## src/rtl/alu_cond_writeback.sv

```systemverilog
// alu_cond_writeback: single-entry execute/writeback register holding NZCV flags and gating writes on the condition code.
// Optional ALU_COND_SKIP_CNT_EN adds a saturating count of condition-failed beats on skip_cnt.
module alu_cond_writeback #(
    parameter int N = 4
) (
    input  logic         clk,
    input  logic         rst,
    input  logic         in_valid,
    output logic         in_ready,
    input  logic [N-1:0] alu_result,
    input  logic [3:0]   alu_flags,
    input  logic [3:0]   cond,
    input  logic         set_flags,
    input  logic         wr_req,
    output logic         out_valid,
    input  logic         out_ready,
    output logic [N-1:0] out_result,
    output logic         out_wr_en,
    output logic [3:0]   flags_q,
    output logic         cond_pass
`ifdef ALU_COND_SKIP_CNT_EN
    ,
    output logic [7:0]   skip_cnt
`endif
);
    logic         out_valid_q, out_valid_d;
    logic [N-1:0] out_result_q, out_result_d;
    logic         out_wr_en_q, out_wr_en_d;
    logic [3:0]   flags_d;
    logic         accept;
    logic         base;
    assign in_ready   = !out_valid_q || out_ready;
    assign accept     = in_valid && in_ready;
    assign out_valid  = out_valid_q;
    assign out_result = out_result_q;
    assign out_wr_en  = out_wr_en_q;
    // Odd condition codes are the complement of the preceding even code.
    always_comb begin
        base = 1'b1;
        case (cond[3:1])
            3'd0:    base = flags_q[2];
            3'd1:    base = flags_q[1];
            3'd2:    base = flags_q[3];
            3'd3:    base = flags_q[0];
            3'd4:    base = flags_q[1] && !flags_q[2];
            3'd5:    base = flags_q[3] == flags_q[0];
            3'd6:    base = !flags_q[2] && (flags_q[3] == flags_q[0]);
            default: base = 1'b1;
        endcase
        cond_pass = base ^ cond[0];
    end
    always_comb begin
        out_valid_d  = accept ? 1'b1 : (out_ready ? 1'b0 : out_valid_q);
        out_result_d = accept ? alu_result : out_result_q;
        out_wr_en_d  = accept ? (wr_req && cond_pass) : out_wr_en_q;
        flags_d      = (accept && set_flags && cond_pass) ? alu_flags : flags_q;
    end
    always_ff @(posedge clk or posedge rst) begin
        if (rst) begin
            out_valid_q  <= 1'b0;
            out_result_q <= '0;
            out_wr_en_q  <= 1'b0;
            flags_q      <= 4'b0000;
        end else begin
            out_valid_q  <= out_valid_d;
            out_result_q <= out_result_d;
            out_wr_en_q  <= out_wr_en_d;
            flags_q      <= flags_d;
        end
    end
`ifdef ALU_COND_SKIP_CNT_EN
    logic [7:0] skip_cnt_q, skip_cnt_d;
    assign skip_cnt = skip_cnt_q;
    always_comb begin
        skip_cnt_d = (accept && !cond_pass && skip_cnt_q != 8'hFF) ? skip_cnt_q + 8'd1 : skip_cnt_q;
    end
    always_ff @(posedge clk or posedge rst) begin
        if (rst) skip_cnt_q <= 8'h00;
        else     skip_cnt_q <= skip_cnt_d;
    end
`endif
endmodule
```

## config.mk

```make
export PLATFORM = sky130hd
export DESIGN_NAME = alu_cond_writeback
export DESIGN_NICKNAME = d
export VERILOG_FILES = /design/src/rtl/alu_cond_writeback.sv
export SDC_FILE = /design/constraint.sdc
export NUM_CORES = 1
export LEC_CHECK = 0
export BUFFER_PORTS_ARGS = -buffer_cell sky130_fd_sc_hd__buf_2
export CAP_MARGIN = 30
export CORE_MARGIN = 5
export CORE_UTILIZATION = 50
export DETAILED_ROUTE_END_ITERATION = 6
export GPL_TIMING_DRIVEN = 1
export MAX_ROUTING_LAYER = met4
export PLACE_DENSITY = 0.78
export REMOVE_ABC_BUFFERS = 1
export SYNTH_ARGS = -nofsm -noshare
export SYNTH_HDL_FRONTEND = slang
export SYNTH_SLANG_ARGS = --single-unit
export TNS_END_PERCENT = 1
```

## constraint.sdc

```tcl
create_clock -name clk -period 2.6 [get_ports clk]
set_input_delay 0.52 -clock clk [delete_from_list [all_inputs] [get_ports clk]]
set_output_delay 0.52 -clock clk [all_outputs]
set_load 0.02 [all_outputs]
```

Word-level counts from Yosys, hierarchy flattened
Index checks and enable logic that the tools add are counted.

Logic and storage cells: 26. Bits in registers: 10. Output and inout bits: 12.

Bitwise operators: 1. Reduce and logical (&&, ||, !) cells: 11. Muxes and demuxes: 3. Eq/ne operators: 7.

Operators by type and width (number): 3-bit equality test, second input constant (3); 1-bit case mux with 7 select lines (1); 3-bit by 2-bit equality test with 1-bit output, second input constant (2); 1-bit logical AND (6); 3-bit by 1-bit equality test with 1-bit output, second input constant (1); 3-bit zero test (1); 1-bit zero test (2); 1-bit 2-to-1 mux (2); 2-bit nonzero test (1); 1-bit equality test (1); 1-bit logical OR (1); 1-bit bitwise XOR (1).

Longest topological paths before layout
Gate-level depths: netlist of the first run.

Word-level depth: 5. Mapped depth: 6. Mapped depth without buffers: 5.

Worst setup path before layout of the first run
OpenSTA, ideal clock, no wires.

Path type: in2out. From: input port cond[3]. To: output port cond_pass. Path slack: 568 ps. Path buffers: 0. Stages on the path: 4. Arrival time: 1512 ps. Cell sequence: nor2b_1 -> or4_4 -> o21ai_2 -> xnor2_1.

Longest elaborated chain between the ends: 3.

RTL lines: start, declared (RTL line 12) `input logic [3:0] cond,`; 3-bit equality test (tied with other cells) (RTL line 40) `case (cond[3:1])`; 1-bit case mux with 7 select lines * (RTL line 40); 1-bit bitwise XOR * (RTL line 50) `cond_pass = base ^ cond[0];`; end, declared (RTL line 20) `output logic cond_pass`.

Every way passes the cells marked *; elsewhere a longest branch is shown, timed or not.

Worst setup path after layout of the first run
From: register flags_q[3]. To: output port cond_pass.

Longest elaborated chain between the ends: 4.

RTL lines: start, declared (RTL line 19) `output logic [3:0] flags_q,`; start signal, assigned (RTL line 68) `flags_q <= flags_d;`; 1-bit equality test (RTL line 46, 47); 1-bit logical AND (RTL line 47) `3'd6: base = !flags_q[2] && (flags_q[3] == flags_q[0]);`; 1-bit case mux with 7 select lines * (RTL line 40); 1-bit bitwise XOR * (RTL line 50).

Marked as above.

==> impl_metrics.yaml, run 1 <==
drt:
  viasPerCell: 6.08
  drtIter0Drc: 11
  wire_per_inst_um: 14.5
  drtPass1Iterations: 4
  via_count: 803
  drc: 0
  wirelength_mm: 1.92
  ant_nets: 0
logic_synthesis:
  postSynthCellCount: 85
  ys.flop_type: "dfrtp_1"
  ys_warn_count: 0
  synth_area_leaders: "dfrtp_1 (33%), mux2_2 (6.0%), mux2i_1 (5.3%)"
  synthAdderAreaFrac_pct: 0
  synth_xor_area_share_pct: 3.48
  synth_top_area_share_pct: 33.1
  synth_compound_area_share_pct: 18.7
  synthMuxAreaShare_pct: 11.3
  synth_seq_cells: 10
  yosysSeqAreaShare_pct: 33.1
  synth_common_cells: "dfrtp_1 (10), nand2_1 (10), a211oi_1 (5)"
  synth_top_family_by_area: "simple AND/OR/NAND/NOR gates"
  syn_area_per_cell_um2: 8.89
  netlist_area_um2: 756
  async_flop_share_pct: 100
  synth_simple_gate_area_share_pct: 30.8
  synth_top_area_cell: "dfrtp_1"
  ys_types: 33
  synth_edf_count: 0
timing:
  setup_viol: 0
  fin_ws_ns: 0.277
  worst_pin_slew_ns: 0.442
  clock_skew_ns: 0.000894
  max_freq_mhz: 430
  hold_viol: 0
  holdWs_ns: 0.220
  setup_tns_ns: 0
  layout_min_cycle_time_ns: 2.32
  fin_crit_sh_pct: 89.4
  slew_violations: 0
  rsz0062_at_grt: "no"
  slew_headroom_pct: 70.4
power:
  power_frac_clock_pct: 21.8
  power_density_nw_per_um2: 675
  netSwitchingPower_uw: 254
  max-vdd-ir-drop_mv: 0.436
  seqPwrFrac_pct: 34.8
  finalPower_uw: 643
  pwr-share-comb_pct: 43.4
  swShare_pct: 39.6
  leakage_nw: 0.441
  p_int_uw: 389
clocking:
  cts_setup_buffers: 0
  cts_root_buf: "clkbuf_4"
  clk_pin_slew_ns: 0.07
  cts_tree: "yes"
  clk_latency_ns: 0.26
  ctsHoldBuffers: 0
  clk_path_buf_depth: 2
  cts_made_buffers: 3
  ctsResizeCount: 0
  cts.sinks: 10
  h-tree-depth: 1
worst_setup_path:
  critPathMaxFanout: 7
  critPathCaptureType: "output port"
  r2r_cells: 5
  required_ns: 2.08
  cp.arrival_ns: 1.80
  crit_type: "reg2out"
  start_kind: "register"
finish:
  fillers: 133
  drive_gt1_share_pct: 36.2
  area_delta_synth_final_pct: 26.0
  nets: 135
  antennaDiodeCount: 0
  fin_area_um2: 952
  fin_cells: 132
  final_util_pct: 64.7
global_route:
  grt_first_pass_wirelength_mm: 3.28
  antenna_found_initial: 0
  grt_remaining_overflow: 0
  grtUsageTotal_pct: 17.3
  grt_max_degree: 15
  grt_pass1_vias: 749
die:
  dieHeight_um: 48.9
  core_area_um2: 1470
  ioPinCount: 30
  fp.dieW_um: 48.9
  dieArea_um2: 2390
  rows: 14
  start_util_pct: 51.4
place:
  port_buffers: 29
  dpl-instance-area_um2: 916
  dp.cells: 128
  place_congestion: 0.811
  dp_hpwl_mm: 1.51
  post-place-ws_ns: 0.333
outcome:
  status: "complete, no violations"
run:
  maxCapViolations: 0
hold_path:
  hold_class: "in2async"
## routing by layer
metal | global-route usage, % | share of wire [%] | wire length, um
met2 | 29.1 | 52 | 987
met3 | 6.73 | 7.5 | 143
met5 | - | 0 | 0
met4 | 2.69 | 0 | 0
met1 | 19.7 | 41 | 783
## path summary, 6_finish.rpt
path	from	to	slack (ns)
max in group asynchronous	rst	out_wr_en	2.11
hold reg to reg	out_result[3]	out_result[3]	0.50
setup / recovery	flags_q[3]	cond_pass	0.28
setup reg to reg	flags_q[1]	flags_q[1]	0.81
hold / removal	rst	out_result[3]	0.22
min in group clk	alu_result[3]	out_result[3]	0.49
## kinds of logic after synthesis
logic type / after synthesis
and+or+nand+nor: 40
AOI/OAI and AO/OA: 19
DFF: 10
muxes: 8
buffers and inverters: 5
xor gates and xnor gates: 3
## flip-flops by register name (all words and copies together) (netlist names)
signal,cells
flags_q,4
out_result,4
out_valid,1
out_wr_en,1
## power by group through the flow
| stage | clock network [mW] | logic (mW) | registers, mW |
|---|---|---|---|
| 2_1_floorplan | 0 | 0.154 | 0.258 |
| 6_report | 0.140 | 0.279 | 0.224 |
| 4_1_cts | 0.145 | 0.281 | 0.225 |
| 3_3_place_gp | 0 | 0.275 | 0.224 |
| 5_1_grt | 0.155 | 0.306 | 0.231 |
| 3_5_place_dp | 0 | 0.280 | 0.228 |
## area by class of cell
cell class                 instances  area, um^2  share of cell area, %
timing repair buffer              30         153                   16.0
clock buffer                       4        36.3                   3.81
sequential                        10         250                   26.3
tap                               16        20.0                   2.10
inverter                           2        7.51                  0.788
multi-input combinational         70         485                   51.0
## critical path, cell delays in order, from the launching register on
cell     delay (ns)
dfrtp_1        0.46
and3b_1        0.24
or4_4          0.42
o21ai_2        0.08
xnor2_1        0.15
buf_2          0.20
## layout by cell type, fill, tap and decap left out, types with 2 or more instances in the layout
| cell | synthesis | final |
|---|---|---|
| a211oi_1 | 5 | 5 |
| nor2_1 | 3 | 3 |
| a31oi_1 | 3 | 3 |
| clkbuf_4 | 0 | 3 |
| and2_1 | 2 | 2 |
| dfrtp_1 | 10 | 10 |
| buf_2 | 1 | 29 |
| nor4b_1 | 3 | 3 |
| mux2_2 | 4 | 4 |
| xnor2_1 | 3 | 3 |
| nor3_1 | 2 | 2 |
| and3_1 | 3 | 3 |
| nor2b_1 | 2 | 2 |
| nand4_1 | 2 | 2 |
| a221oi_1 | 3 | 3 |
| nand2_1 | 10 | 10 |
| a21oi_1 | 3 | 3 |
| nand3_1 | 4 | 4 |
| nand2b_1 | 2 | 2 |
| mux2i_1 | 4 | 4 |
| inv_1 | 2 | 2 |
Note: power is estimated with default switching activity, not from simulation.
==> run 2, diff against run 1 <==
--- a/config.mk
+++ b/config.mk
@@ -7,7 +7,7 @@
 export LEC_CHECK = 0
 export BUFFER_PORTS_ARGS = -buffer_cell sky130_fd_sc_hd__buf_2
 export CAP_MARGIN = 30
-export CORE_MARGIN = 5
+export CORE_MARGIN = 8
 export CORE_UTILIZATION = 50
 export DETAILED_ROUTE_END_ITERATION = 6
 export GPL_TIMING_DRIVEN = 1
==> run 2 against run 1 <==
  * Largest power group unchanged
  * First-iteration DRC count is 27% higher
  * Critical path depth is the same
  * Wire length down 0.16%
  * Non-clock buffer count did not move
  * Highest routed layer is now met4
  * Via count decreased by 2.6%
  * Maximum frequency fell by 0.47%
  * Combinational power about the same
  * Design area stayed put
  * Core utilization up 0.78 points
==> impl_metrics.yaml, run 2 (synthesized netlist as in run 1, its figures left out) <==
finish:
  multi_input_comb_area_um2: 485
  mostFrequentLayoutCells: "buf_2 (29), nand2_1 (10), dfrtp_1 (10)"
  fin_cells: 132
  final_util_pct: 65.5
  seqCellArea_um2: 250
  area_delta_synth_final_pct: 26.0
  fin_area_um2: 952
  antennaDiodeCount: 0
  nets: 135
  fillers: 137
  drive_gt1_share_pct: 36.2
  final_common_cell: "buf_2"
clocking:
  cts_tree: "yes"
  cts_made_buffers: 3
  ctsResizeCount: 0
  ctsHoldBuffers: 0
  h-tree-depth: 1
  cts_root_buf: "clkbuf_4"
  cts_setup_buffers: 0
  cts.sinks: 10
  clk_latency_ns: 0.27
  clk_path_buf_depth: 2
  clk_pin_slew_ns: 0.07
drt:
  viasPerCell: 5.92
  wirelength_mm: 1.91
  drtIter0Drc: 14
  drc: 0
  via_count: 782
  ant_nets: 0
  drtPass1Iterations: 4
  wire_per_inst_um: 14.5
die:
  core_area_um2: 1450
  dieArea_um2: 3010
  ioPinCount: 30
  rows: 14
  start_util_pct: 52.0
  dieHeight_um: 54.9
  fp.dieW_um: 54.9
power:
  finalPower_uw: 648
  max-vdd-ir-drop_mv: 0.324
  leakage_nw: 0.441
  power_density_nw_per_um2: 681
timing:
  rsz0062_at_grt: "no"
  setup_tns_ns: 0
  layout_min_cycle_time_ns: 2.33
  setup_viol: 0
  fin_crit_sh_pct: 89.8
  hold_viol: 0
  worst_pin_slew_ns: 0.418
  clock_skew_ns: 0.000270
  max_freq_mhz: 428
  slew_violations: 0
  slew_headroom_pct: 72.0
worst_setup_path:
  slowest_stage: "dfrtp_1"
  reg2reg_from: "flags_q[1]"
  crit_buf_inv: 1
  cp.arrival_ns: 1.81
  critPathCaptureType: "output port"
  critPathTopFamily: "simple AND/OR/NAND/NOR gates"
  r2r_slack_ns: 0.84
  required_ns: 2.08
  critPathMaxFanout: 7
  crit_chain: "and3b_1 -> or4_4 -> o21ai_2 -> xnor2_1 -> buf_2"
  start_kind: "register"
  crit_type: "reg2out"
  r2r_cells: 5
  r2r_end: "flags_q[1]"
  critPathMaxStageDelay_ns: 0.46
global_route:
  grt_first_pass_wirelength_mm: 3.21
  grtUsageMet2_pct: 23.4
  busiest_layer: "met2"
  grt_pass1_vias: 780
  grtUsageTotal_pct: 14.5
  gr-usage-met1_pct: 17.0
  grt_max_degree: 15
  antenna_found_initial: 0
  use_met3_pct: 2.45
  grt_remaining_overflow: 0
place:
  port_buffers: 29
  dp_hpwl_mm: 1.48
  dpl-instance-area_um2: 916
  place_congestion: 0.789
  dp.cells: 128
outcome:
  status: "complete, no violations"
run:
  maxCapViolations: 0
hold_path:
  hold_class: "in2async"
[run 2: cell counts in the layout (fill, tap and decap cells not counted)]
No cell type changed its count.
[run 2: area by class of cell]
cell class                 instances  share of cell area, %
multi-input combinational         70                   51.0
sequential                        10                   26.3
timing repair buffer              30                   16.0
clock buffer                       4                   3.81
tap                               16                   2.10
inverter                           2                  0.788
[run 2: power breakdown]
| group | internal, mW | switching (mW) |
|---|---|---|
| clock | 0.0852 | 0.0629 |
| combinational | 0.117 | 0.161 |
| sequential | 0.186 | 0.0358 |
[run 2: stage by stage]
stage / hold slack [ns] / setup WS (ns)
final: 0.222 / 0.266
after global placement: 0.481 / 0.349
after global routing: 0.249 / 0.149
after CTS: 0.234 / 0.256
after detailed placement: 0.489 / 0.328
after floorplan: 0.360 / 0.568
[run 2: per-layer routing]
| metal | vias up | share of wire [%] | wire [um] |
|---|---|---|---|
| met1 | 360 | 42 | 795 |
| met5 | - | 0 | 0 |
| met3 | 2 | 9.2 | 175 |
| met2 | 29 | 48 | 921 |
| li1 | 391 | - | - |
| met4 | 0 | 1.0 | 20 |
[run 2: how the worst max path moves through the flow]
stage / from / endpoint / slack (ns) / cells past startpoint
finish: flags_q[3] / cond_pass / 0.27 / 5
global placement: cond[3] / cond_pass / 0.35 / 6
CTS: flags_q[3] / cond_pass / 0.26 / 5
global route: flags_q[0] / cond_pass / 0.15 / 5
detailed placement: cond[3] / cond_pass / 0.33 / 6
floorplan: cond[3] / cond_pass / 0.57 / 4
==> run 3, diff against run 2 <==
--- a/config.mk
+++ b/config.mk
@@ -11,7 +11,6 @@
 export CORE_UTILIZATION = 50
 export DETAILED_ROUTE_END_ITERATION = 6
 export GPL_TIMING_DRIVEN = 1
-export MAX_ROUTING_LAYER = met4
 export PLACE_DENSITY = 0.78
 export REMOVE_ABC_BUFFERS = 1
 export SYNTH_ARGS = -nofsm -noshare
==> run 3 against run 2 <==
  * Design area unchanged
  * Maximum frequency barely moved
  * Worst setup slack about the same
  * Power about the same
  * Worst hold slack is essentially flat
  * Clock skew about the same
  * First-iteration DRC count rose by 43%
  * Combinational power about the same
  * Sequential power about the same
  * Wire length grew 0.16%
  * Die area is the same
  * Critical path depth stayed put
  * Highest routed layer unchanged
==> impl_metrics.yaml, run 3 (synthesized netlist as in run 1, its figures left out) <==
clocking:
  cts_made_buffers: 3
  cts_tree: "yes"
  cts_setup_buffers: 0
  cts_root_buf: "clkbuf_4"
  h-tree-depth: 1
  clk_latency_ns: 0.27
  ctsHoldBuffers: 0
  ctsResizeCount: 0
  clk_pin_slew_ns: 0.07
  cts.sinks: 10
  clk_path_buf_depth: 2
drt:
  drtIter0Drc: 20
  via_count: 780
  viasPerCell: 5.91
  wirelength_mm: 1.92
  wire_per_inst_um: 14.5
  drtPass1Iterations: 4
  ant_nets: 0
  drc: 0
worst_setup_path:
  critPathMaxFanout: 7
  critPathCaptureType: "output port"
  required_ns: 2.08
  crit_type: "reg2out"
  start_kind: "register"
  cp.arrival_ns: 1.81
timing:
  holdWs_ns: 0.222
  max_freq_mhz: 428
  clock_skew_ns: 0.000533
  setup_viol: 0
  setup_tns_ns: 0
  worst_pin_slew_ns: 0.423
  slew_violations: 0
  fin_ws_ns: 0.266
  slew_headroom_pct: 71.7
  layout_min_cycle_time_ns: 2.33
  rsz0062_at_grt: "no"
  fin_crit_sh_pct: 89.8
  hold_viol: 0
finish:
  fillers: 137
  area_delta_synth_final_pct: 26.0
  multi_input_comb_area_um2: 485
  nets: 135
  antennaDiodeCount: 0
  final_common_cell: "buf_2"
  seqCellArea_um2: 250
  mostFrequentLayoutCells: "buf_2 (29), nand2_1 (10), dfrtp_1 (10)"
  drive_gt1_share_pct: 36.2
  fin_cells: 132
die:
  rows: 14
  fp.dieW_um: 54.9
  core_area_um2: 1450
  ioPinCount: 30
  dieArea_um2: 3010
  start_util_pct: 52.0
  dieHeight_um: 54.9
outcome:
  status: "complete, no violations"
place:
  place_congestion: 0.778
  post-place-ws_ns: 0.328
  port_buffers: 29
  dp_hpwl_mm: 1.48
  dp.cells: 128
power:
  leakage_nw: 0.441
  power_density_nw_per_um2: 681
  max-vdd-ir-drop_mv: 0.324
global_route:
  grt_first_pass_wirelength_mm: 3.22
  grt_remaining_overflow: 0
  grt_pass1_vias: 777
  grtUsageTotal_pct: 14.0
  grt_max_degree: 15
  antenna_found_initial: 0
run:
  maxCapViolations: 0
hold_path:
  hold_class: "in2async"
## run 3: metrics by stage
step	instance area, um^2	util, %	power (mW)
4_1_cts	952	65.5	0.652
3_3_place_gp	916	63.0	0.499
3_5_place_dp	916	63.0	0.505
2_1_floorplan	743	-	0.412
5_1_grt	952	65.5	0.694
6_report	952	65.5	0.648
## run 3: layer usage
layer	track usage, %	share of wire (%)
met1	16.8	42
met2	23.2	48
met3	2.99	9.7
met4	6.56	1.0
met5	0	0
## run 3: power breakdown
| group | total [mW] | internal [mW] | switching (mW) |
|---|---|---|---|
| clock | 0.148 | 0.0852 | 0.0625 |
| combinational | 0.278 | 0.117 | 0.161 |
| sequential | 0.222 | 0.186 | 0.0356 |
| total | 0.648 | 0.389 | 0.259 |
## run 3: path summary, 6_finish.rpt
path	depth (start not counted)	to	startpoint	slack [ns]
worst max-delay path	5	cond_pass	flags_q[3]	0.27
worst min-delay path	2	out_result[2]	rst	0.22
worst max register to register	5	flags_q[3]	flags_q[1]	0.85
worst min register to register	1	out_result[2]	out_result[2]	0.50
max in group asynchronous	2	flags_q[1]	rst	2.09
min in group clk	2	out_result[3]	alu_result[3]	0.47
## run 3: worst max-delay path: stages, from the launching register on
cell and delay (ns):
dfrtp_1 0.46, and3b_1 0.23, or4_4 0.43, o21ai_2 0.08
xnor2_1 0.14, buf_2 0.20
## run 3: final cells by class
type	instances	share of cell area [%]
multi-input cells	70	51.0
flip-flops and latches	10	26.3
repair buffers	30	16.0
clock buffers	4	3.81
well taps	16	2.10
inverters	2	0.788
